[config.mk]
export PLATFORM = sky130hd
export DESIGN_NAME = zigzag_reorder_buf
export DESIGN_NICKNAME = d
export VERILOG_FILES = /design/src/rtl/zigzag_reorder_buf.sv
export SDC_FILE = /design/constraint.sdc
export NUM_CORES = 2
export LEC_CHECK = 0
export ABC_AREA = 1
export BUFFER_PORTS_ARGS = -buffer_cell sky130_fd_sc_hd__buf_4
export CORE_MARGIN = 4
export CORE_UTILIZATION = 55
export DETAILED_ROUTE_END_ITERATION = 10
export PLACE_DENSITY_LB_ADDON = 0.08
export SLEW_MARGIN = 20
export SYNTH_ARGS = -nofsm -noshare
export SYNTH_HDL_FRONTEND = slang
export SYNTH_SLANG_ARGS = --single-unit
[constraint.sdc]
create_clock -name clk -period 6.6 [get_ports clk]
set_input_delay 0 -clock clk [delete_from_list [all_inputs] [get_ports clk]]
set_output_delay 0 -clock clk [all_outputs]
set_load 0.02 [all_outputs]
[src/rtl/zigzag_reorder_buf.sv]
// Ping-pong 8x8 coefficient buffer: blocks arrive in raster order (or column-major)
// and leave in JPEG zigzag scan order, with valid/ready back-pressure on both sides.
module zigzag_reorder_buf #(
  parameter int DWIDTH     = 12,
  parameter bit TRANSPOSE  = 1'b0,
  parameter bit SOF_RESYNC = 1'b1
) (
  input  logic              clk,
  input  logic              rst,
  input  logic              in_valid,
  output logic              in_ready,
  input  logic              in_sof,
  input  logic [DWIDTH-1:0] in_data,
  output logic              out_valid,
  input  logic              out_ready,
  output logic [DWIDTH-1:0] out_data,
  output logic              out_last,
  output logic              sof_err
);

  // Raster index of each zigzag scan position.
  localparam logic [5:0] ZZ [64] = '{
    6'd0,  6'd1,  6'd8,  6'd16, 6'd9,  6'd2,  6'd3,  6'd10,
    6'd17, 6'd24, 6'd32, 6'd25, 6'd18, 6'd11, 6'd4,  6'd5,
    6'd12, 6'd19, 6'd26, 6'd33, 6'd40, 6'd48, 6'd41, 6'd34,
    6'd27, 6'd20, 6'd13, 6'd6,  6'd7,  6'd14, 6'd21, 6'd28,
    6'd35, 6'd42, 6'd49, 6'd56, 6'd57, 6'd50, 6'd43, 6'd36,
    6'd29, 6'd22, 6'd15, 6'd23, 6'd30, 6'd37, 6'd44, 6'd51,
    6'd58, 6'd59, 6'd52, 6'd45, 6'd38, 6'd31, 6'd39, 6'd46,
    6'd53, 6'd60, 6'd61, 6'd54, 6'd47, 6'd55, 6'd62, 6'd63
  };

  logic [DWIDTH-1:0] mem [2][64];
  logic              wr_bank, rd_bank;
  logic [5:0]        wr_cnt, rd_cnt;
  logic [1:0]        full;

  logic       wr_accept, resync, wr_done, rd_xfer, rd_done;
  logic [5:0] wr_idx, zz_raw, rd_addr;

  // Handshake: a beat transfers on a rising edge where valid & ready are both high;
  // valid never depends on ready, and ready/valid derive only from registered full bits.
  assign in_ready  = ~full[wr_bank];
  assign out_valid = full[rd_bank];

  assign wr_accept = in_valid & in_ready;
  assign resync    = SOF_RESYNC & in_sof & (wr_cnt != 6'd0);
  assign wr_idx    = resync ? 6'd0 : wr_cnt;
  assign wr_done   = wr_accept & ~resync & (wr_cnt == 6'd63);
  assign rd_xfer   = out_valid & out_ready;
  assign rd_done   = rd_xfer & (rd_cnt == 6'd63);

  // Column-major input swaps row and column bits of the raster index.
  assign zz_raw  = ZZ[rd_cnt];
  assign rd_addr = TRANSPOSE ? {zz_raw[2:0], zz_raw[5:3]} : zz_raw;

  assign out_data = out_valid ? mem[rd_bank][rd_addr] : '0;
  assign out_last = out_valid & (rd_cnt == 6'd63);

  always_ff @(posedge clk) begin
    if (wr_accept) mem[wr_bank][wr_idx] <= in_data;
  end

  always_ff @(posedge clk or posedge rst) begin
    if (rst) begin
      wr_bank <= 1'b0;
      rd_bank <= 1'b0;
      wr_cnt  <= 6'd0;
      rd_cnt  <= 6'd0;
      full    <= 2'b00;
      sof_err <= 1'b0;
    end else begin
      sof_err <= wr_accept & resync;
      if (wr_accept) begin
        if (resync) begin
          wr_cnt <= 6'd1;
        end else begin
          wr_cnt <= wr_cnt + 6'd1;
          if (wr_cnt == 6'd63) wr_bank <= ~wr_bank;
        end
      end
      if (rd_xfer) begin
        rd_cnt <= rd_cnt + 6'd1;
        if (rd_cnt == 6'd63) rd_bank <= ~rd_bank;
      end
      // Write and read never complete on the same bank in one cycle.
      if (wr_done && !wr_bank)      full[0] <= 1'b1;
      else if (rd_done && !rd_bank) full[0] <= 1'b0;
      if (wr_done && wr_bank)       full[1] <= 1'b1;
      else if (rd_done && rd_bank)  full[1] <= 1'b0;
    end
  end

endmodule

=== Word-level counts from Yosys, hierarchy flattened ===
Memories as Yosys holds them, arrays and structs flattened.
Index checks and enable logic that the tools add are counted.

* Add/subtract/negate cells: 2
* $lt $le $gt $ge: 6
* Equality and inequality tests: 2
* Muxes and demuxes: 20
* Bitwise operators: 15
* Reductions and logical operators: 12

{| class="wikitable"
|+ Operator list
! cell !! count
|-
| 768-bit two-way mux || 1
|-
| 12-bit binary-select mux with 6-bit select || 1
|-
| 12-bit demux with 6-bit select || 1
|-
| 12-bit two-way mux || 4
|-
| 6-bit two-way mux || 4
|-
| 7-bit greater-or-equal comparator, second input constant || 3
|-
| 6-bit NOT with 7-bit output || 3
|-
| 6-bit by 1-bit adder with 6-bit output, second input constant || 2
|-
| 6-bit equality test, second input constant || 2
|-
| 1-bit two-way mux || 9
|-
| 1-bit bitwise AND || 8
|-
| 7-bit by 1-bit less-than comparator with 1-bit output, second input constant || 1
|-
| 6-bit nonzero test || 1
|-
| 1-bit logical AND || 5
|-
| 1-bit by 2-bit less-than comparator with 1-bit output, second input constant || 2
|-
| 1-bit NOT || 4
|-
| 2-bit nonzero test || 2
|-
| 3-bit AND reduction || 1
|-
| 1-bit zero test || 2
|-
| 2-bit AND reduction || 1
|}

* Register bits after elaboration: 17
* RAM bits: 1536
* Memory bits (read-only): 384
* Input bits: 17
* Output and inout port bits: 16
* Logic and storage cells: 66
* Memories: 2

{| class="wikitable"
|+ Memories
! name !! depth !! width !! rd ports !! clocked after memory_dff !! wr ports !! RTL line !! source
|-
| mem || 2 || 768 || 1 || 0 || 1 || 33 || <nowiki>logic [DWIDTH-1:0] mem [2][64];</nowiki>
|-
| (name not given) || 64 || 6 || 1 || 0 || 0 || 54 || <nowiki>assign zz_raw = ZZ[rd_cnt];</nowiki>
|}

=== Depth between registers and ports, before layout ===
* Word-level depth: 9
* Gate-level depth with buffers: 20
* Mapped depth without buffers: 18

=== Worst setup path before layout ===
Ideal clock, no wire load.

* Path kind: register to register
* Start point: register wr_cnt[0]
* End point: memory mem[0][420] (netlist bit), enable pin
* Library setup time: 0.396 ns
* Data arrival time: 2.582 ns
* Data required time: 6.204 ns
* Setup slack: 3.621 ns
* Stages on the path, launching flop included: 12
* Buffers on the path: 1
* Clock period less this slack: 2.979 ns
* Path through: dfrtp_1 -> inv_1 -> ha_1 -> nand4_1 -> nand2_1 -> inv_1 -> nor2_1 -> nand2_1 -> nor2_1 -> inv_1 -> clkbuf_1 -> nor3_1

* Word-level cells in the longest chain between the ends: 9
* Elaborated cells between the ends (all ways): 10
* Those cells by class: 2 x order compare; 4 x mux; 2 x bitwise; 2 x reduce/logical

{| class="wikitable"
|+ Ends and longest elaborated chain
! what !! RTL line !! source
|-
| start, declared || 35 || <nowiki>logic [5:0] wr_cnt, rd_cnt;</nowiki>
|-
| start signal, assigned || 78 || <nowiki>wr_cnt <= wr_cnt + 6'd1;</nowiki>
|-
| 6-bit nonzero test || 47 || <nowiki>assign resync = SOF_RESYNC & in_sof & (wr_cnt != 6'd0);</nowiki>
|-
| 1-bit bitwise AND || 47 ||
|-
| 6-bit two-way mux * || 48 || <nowiki>assign wr_idx = resync ? 6'd0 : wr_cnt;</nowiki>
|-
| 6-bit NOT with 7-bit output (implied by the code) * || 61 || <nowiki>if (wr_accept) mem[wr_bank][wr_idx] <= in_data;</nowiki>
|-
| 7-bit greater-or-equal comparator (implied by the code) or 7-bit by 1-bit less-than comparator with 1-bit output (tied branches) || 61 ||
|-
| 1-bit logical AND (implied by the code) || 61 ||
|-
| 12-bit two-way mux (implied by the code) || 61 ||
|-
| 12-bit demux with 6-bit select * || 61 ||
|-
| 768-bit two-way mux (implied by the code) * || 61 ||
|-
| end, declared || 33 ||
|}

Mark *: on every way between the ends. The rest lies on a longest branch, timed or not.

=== Worst setup path in the final report ===
* Start point: register rd_cnt[0]
* End point: output port out_data[6]

* Word-level cells in the longest chain between the ends: 9

{| class="wikitable"
|+ Ends and longest elaborated chain
! what !! RTL line !! source
|-
| start, declared || 35 ||
|-
| start signal, assigned || 83 || <nowiki>rd_cnt <= rd_cnt + 6'd1;</nowiki>
|-
| 6-bit NOT with 7-bit output (implied by the code) || 54 ||
|-
| memory 64 x 6 bit || -- ||
|-
| 6-bit two-way mux (implied by the code) (2 in a row) || 54 ||
|-
| 6-bit NOT with 7-bit output (implied by the code) || 57 || <nowiki>assign out_data = out_valid ? mem[rd_bank][rd_addr] : '0;</nowiki>
|-
| 12-bit binary-select mux with 6-bit select || 57 ||
|-
| 12-bit two-way mux (implied by the code) (2 in a row) || 57 ||
|-
| 12-bit two-way mux || 57 ||
|-
| end, declared || 16 || <nowiki>output logic [DWIDTH-1:0] out_data,</nowiki>
|}

Every way passes these cells. The select of a mux whose other input is x is not followed.

==> flow_metrics.tcl <==
set metrics [dict create \
    status "complete, no violations" \
    cts-resized-gates 0 \
    grt_max_degree 133 \
    port_buffers 32 \
    clock-sinks 1553 \
    start_util_pct 55.7 \
    cts_setup_buffers 0 \
    slowest_delay_ns 0.80 \
    clk_path_buf_depth 3 \
    relSlewSlack_pct 20.3 \
    ios 33 \
    syn_avg_cell_area_um2 10.8 \
    ys_seq_area_share_pct 70.5 \
    min_to "rd_cnt[0]$_DFFE_PP0P_" \
    wirelength_mm 188 \
    slew_violations 0 \
    synth.distinct_cells 36 \
    design.final.nets 6095 \
    detail-route-antenna-nets 0 \
    crit_type "reg -> out" \
    setup-tns-final_ns 0 \
    worstMarginPinSlew_ns 1.20 \
    pwr_density_cell_nw_per_um2 273 \
    finalSetupViolations 0 \
    core-area_um2 119000 \
    clkTransAtPathRegs_ns 0.06 \
    clock_latency_ns 0.78 \
    min_from "out_ready" \
    die-area_um2 126000 \
    grt_pass1_wl_mm 280 \
    worst-endpoint-arrival_ns 5.76 \
    rows 126 \
    yosys.area.top_type_share_pct 69.9 \
    finalClockSkew_ns 0.0217 \
    r2r_cells 9 \
    critPathTopFamily "simple AND/OR/NAND/NOR gates" \
    post-dp-hpwl_mm 106 \
    synth_edf_count 1536 \
    leakage_nw 26.3 \
    worst_setup_path_start_kind "register" \
    cp_common_cell "nand3_1" \
    yosys_warnings 0 \
    synth-seq-cells 1553 \
    grt_usage_pct 29.8 \
    via_per_inst 5.85 \
    place_congestion 0.891 \
    layout-drive-gt1-share_pct 8.18 \
    critPathSlowestCell "buf_4" \
    min_period_ns 5.76 \
    clockRootBuffer "clkbuf_16" \
    antenna_found_initial 5 \
    gr-total-overflow 0 \
    die_y_um 354 \
    finalCritPeriodShare_pct 87.2 \
    fillers 9502 \
    drv_cap 0 \
    worstPathMaxFanout 74 \
    routedWlPerCell_um 24.2 \
    ys_async_sr_fraction_pct 1.09 \
    r2r_slack_ns 2.78 \
    synth_area_leaders "edfxtp_1, nor2_1, nand3_1" \
    drtPass1Iterations 6 \
    hold_path_class "in -> reg" \
    drc 0 \
    path_buf_inv 4 \
    syn_to_final_growth_pct 11.0 \
    h-tree-depth 4 \
    num_vias 45498 \
    postCtsHoldBufs 17 \
    synth.cell_area_um2 66000 \
    hold_path_depth 4 \
    hold_slack_ns 0.202 \
    fp.dieW_um 354 \
    rsz0062_at_grt "no" \
    rr_startpoint "rd_bank$_DFFE_PP0P_" \
    fmax_mhz 174 \
    drt_first_iter_violations 5862 \
    end_kind "primary output" \
    worstPathRequired_ns 6.60 \
    hold_viol_final 0 \
    cts-buffers-inserted 159 \
    yosysTopAreaCell "edfxtp_1" \
    grt_pass1_vias 42511 \
    synthesis.nets 6132 \
    regToRegEndpoint "rd_cnt[5]$_DFFE_PP0P_" \
    syn_inst 6098 \
    cts_tree "built" \
    worstPathCellList "inv_2 > ha_1 > inv_1 > nand2_1 > nand3_1 > nand3_2 > nand2_8 > buf_4 > nand3_1 > nand3_1 > nand3_1 > nand3_1 > nand3_1 > nand2_1 > nor2_1 > nor2_1 > buf_4" \
    peakVddDrop_mv 0.302 \
    synth_ff_type "edfxtp_1" \
]
-- per-layer routing --
layer / share of wire (%) / track usage [%]
met1: 41 / 43.4
met2: 46 / 45.8
met3: 9.4 / 5.61
met4: 3.2 / 9.82
met5: 0.014 / 0
-- flip-flops by register name, summed over array words and instances, names as in the netlist --
| name | count |
|---|---|
| full | 2 |
| mem | 1536 |
| rd_bank | 1 |
| rd_cnt | 6 |
| sof_err | 1 |
| wr_bank | 1 |
| wr_cnt | 6 |
-- synthesized netlist by cell type, drive strengths merged, types with 17 or more instances --
| cell type | number |
|---|---|
| o21ai | 101 |
| o211ai | 30 |
| inv | 51 |
| buf | 181 |
| dfrtp | 17 |
| ha | 17 |
| nand2 | 832 |
| edfxtp | 1536 |
| mux2i | 34 |
| clkbuf | 204 |
| nor2 | 2098 |
| nor3 | 77 |
| a21oi | 23 |
| nand3 | 879 |
-- report_power, final --
part,total (mW),switching (mW),leakage [nW],internal (mW)
Combinational,0.649,0.540,9.90,0.109
Sequential,11.0,0.0281,14.0,10.9
Clock,8.40,3.65,2.34,4.75
-- through the flow --
step | cells | setup WS, ns | utilization (%) | power [mW] | area, um^2
5_1_grt | 7775 | 0.698 | 61.8 | 20.6 | 73300
3_3_place_gp | 7483 | 1.90 | 57.4 | 11.8 | 68100
4_1_cts | 7775 | 1.02 | 61.6 | 20.1 | 73100
3_5_place_dp | 7483 | 1.86 | 57.5 | 11.8 | 68100
6_report | 7776 | 0.844 | 61.8 | 20.0 | 73300
2_1_floorplan | 6098 | 3.62 | - | 11.4 | 66000
-- cells in the final DEF (no fill, tap or decap), types with 3 or more instances in the layout --
cell / count
nor2_1: 2069
edfxtp_1: 1536
nand3_1: 878
nand2_1: 825
clkbuf_16: 165
buf_4: 142
o21ai_0: 87
inv_1: 39
clkbuf_1: 36
mux2i_1: 34
clkinv_1: 32
clkinv_2: 28
nor2_2: 28
nor3_4: 28
nor3_2: 25
nor3_1: 24
a21oi_1: 22
o211ai_2: 17
ha_1: 17
dlygate4sd3_1: 17
buf_12: 17
dfrtp_1: 15
o211ai_1: 13
o21ai_1: 11
buf_6: 11
inv_2: 7
inv_6: 7
clkbuf_8: 5
xor2_1: 4
nand4_1: 4
nand2_8: 4
bufinv_16: 4
nand2_2: 3
clkinvlp_4: 3
-- worst min-delay path: stages --
cell and delay [ns]:
dlygate4sd3_1 0.54, buf_4 0.13, nand2_1 0.17, xor2_1 0.10
-- cells by family (layout without fill, tap and decap cells) --
family                     count (synthesis)  after routing  share of synthesized area, %
AOI/OAI and AO/OA                        159            159                          1.49
buffers and inverters                    438            515                          3.05
xor gates and xnor gates                   4              4                        0.0531
other                                      0              1                             0
muxes                                     34             34                         0.516
adders and majority gates                 17             17                         0.322
DFF                                     1553           1553                          70.5
and+or+nand+nor                         3893           3893                          24.0
-- cell type report --
cell class / count / area, um^2 / area share, %
multi-input combinational: 4107 / 18000 / 24.6
tap: 1600 / 2000 / 2.73
clock inverter: 69 / 438 / 0.598
clock buffer: 206 / 4330 / 5.91
sequential: 1553 / 46600 / 63.6
timing repair buffer: 187 / 1700 / 2.32
antenna: 1 / 2.50 / 0.00342
inverter: 53 / 216 / 0.295
-- worst max path at each step --
| stage | cells after the start | from | endpoint | slack, ns |
|---|---|---|---|---|
| floorplan | 11 | wr_cnt[0]$_DFFE_PP0P_ | mem[0][420]$_DFFE_PP_ | 3.62 |
| global placement | 17 | rd_cnt[0]$_DFFE_PP0P_ | out_data[6] | 1.90 |
| detailed placement | 17 | rd_cnt[1]$_DFFE_PP0P_ | out_data[6] | 1.86 |
| CTS | 17 | rd_cnt[1]$_DFFE_PP0P_ | out_data[6] | 1.02 |
| global route | 17 | rd_cnt[1]$_DFFE_PP0P_ | out_data[6] | 0.70 |
| finish | 17 | rd_cnt[0]$_DFFE_PP0P_ | out_data[6] | 0.84 |
No activity file was read; power rests on OpenSTA's default activity.
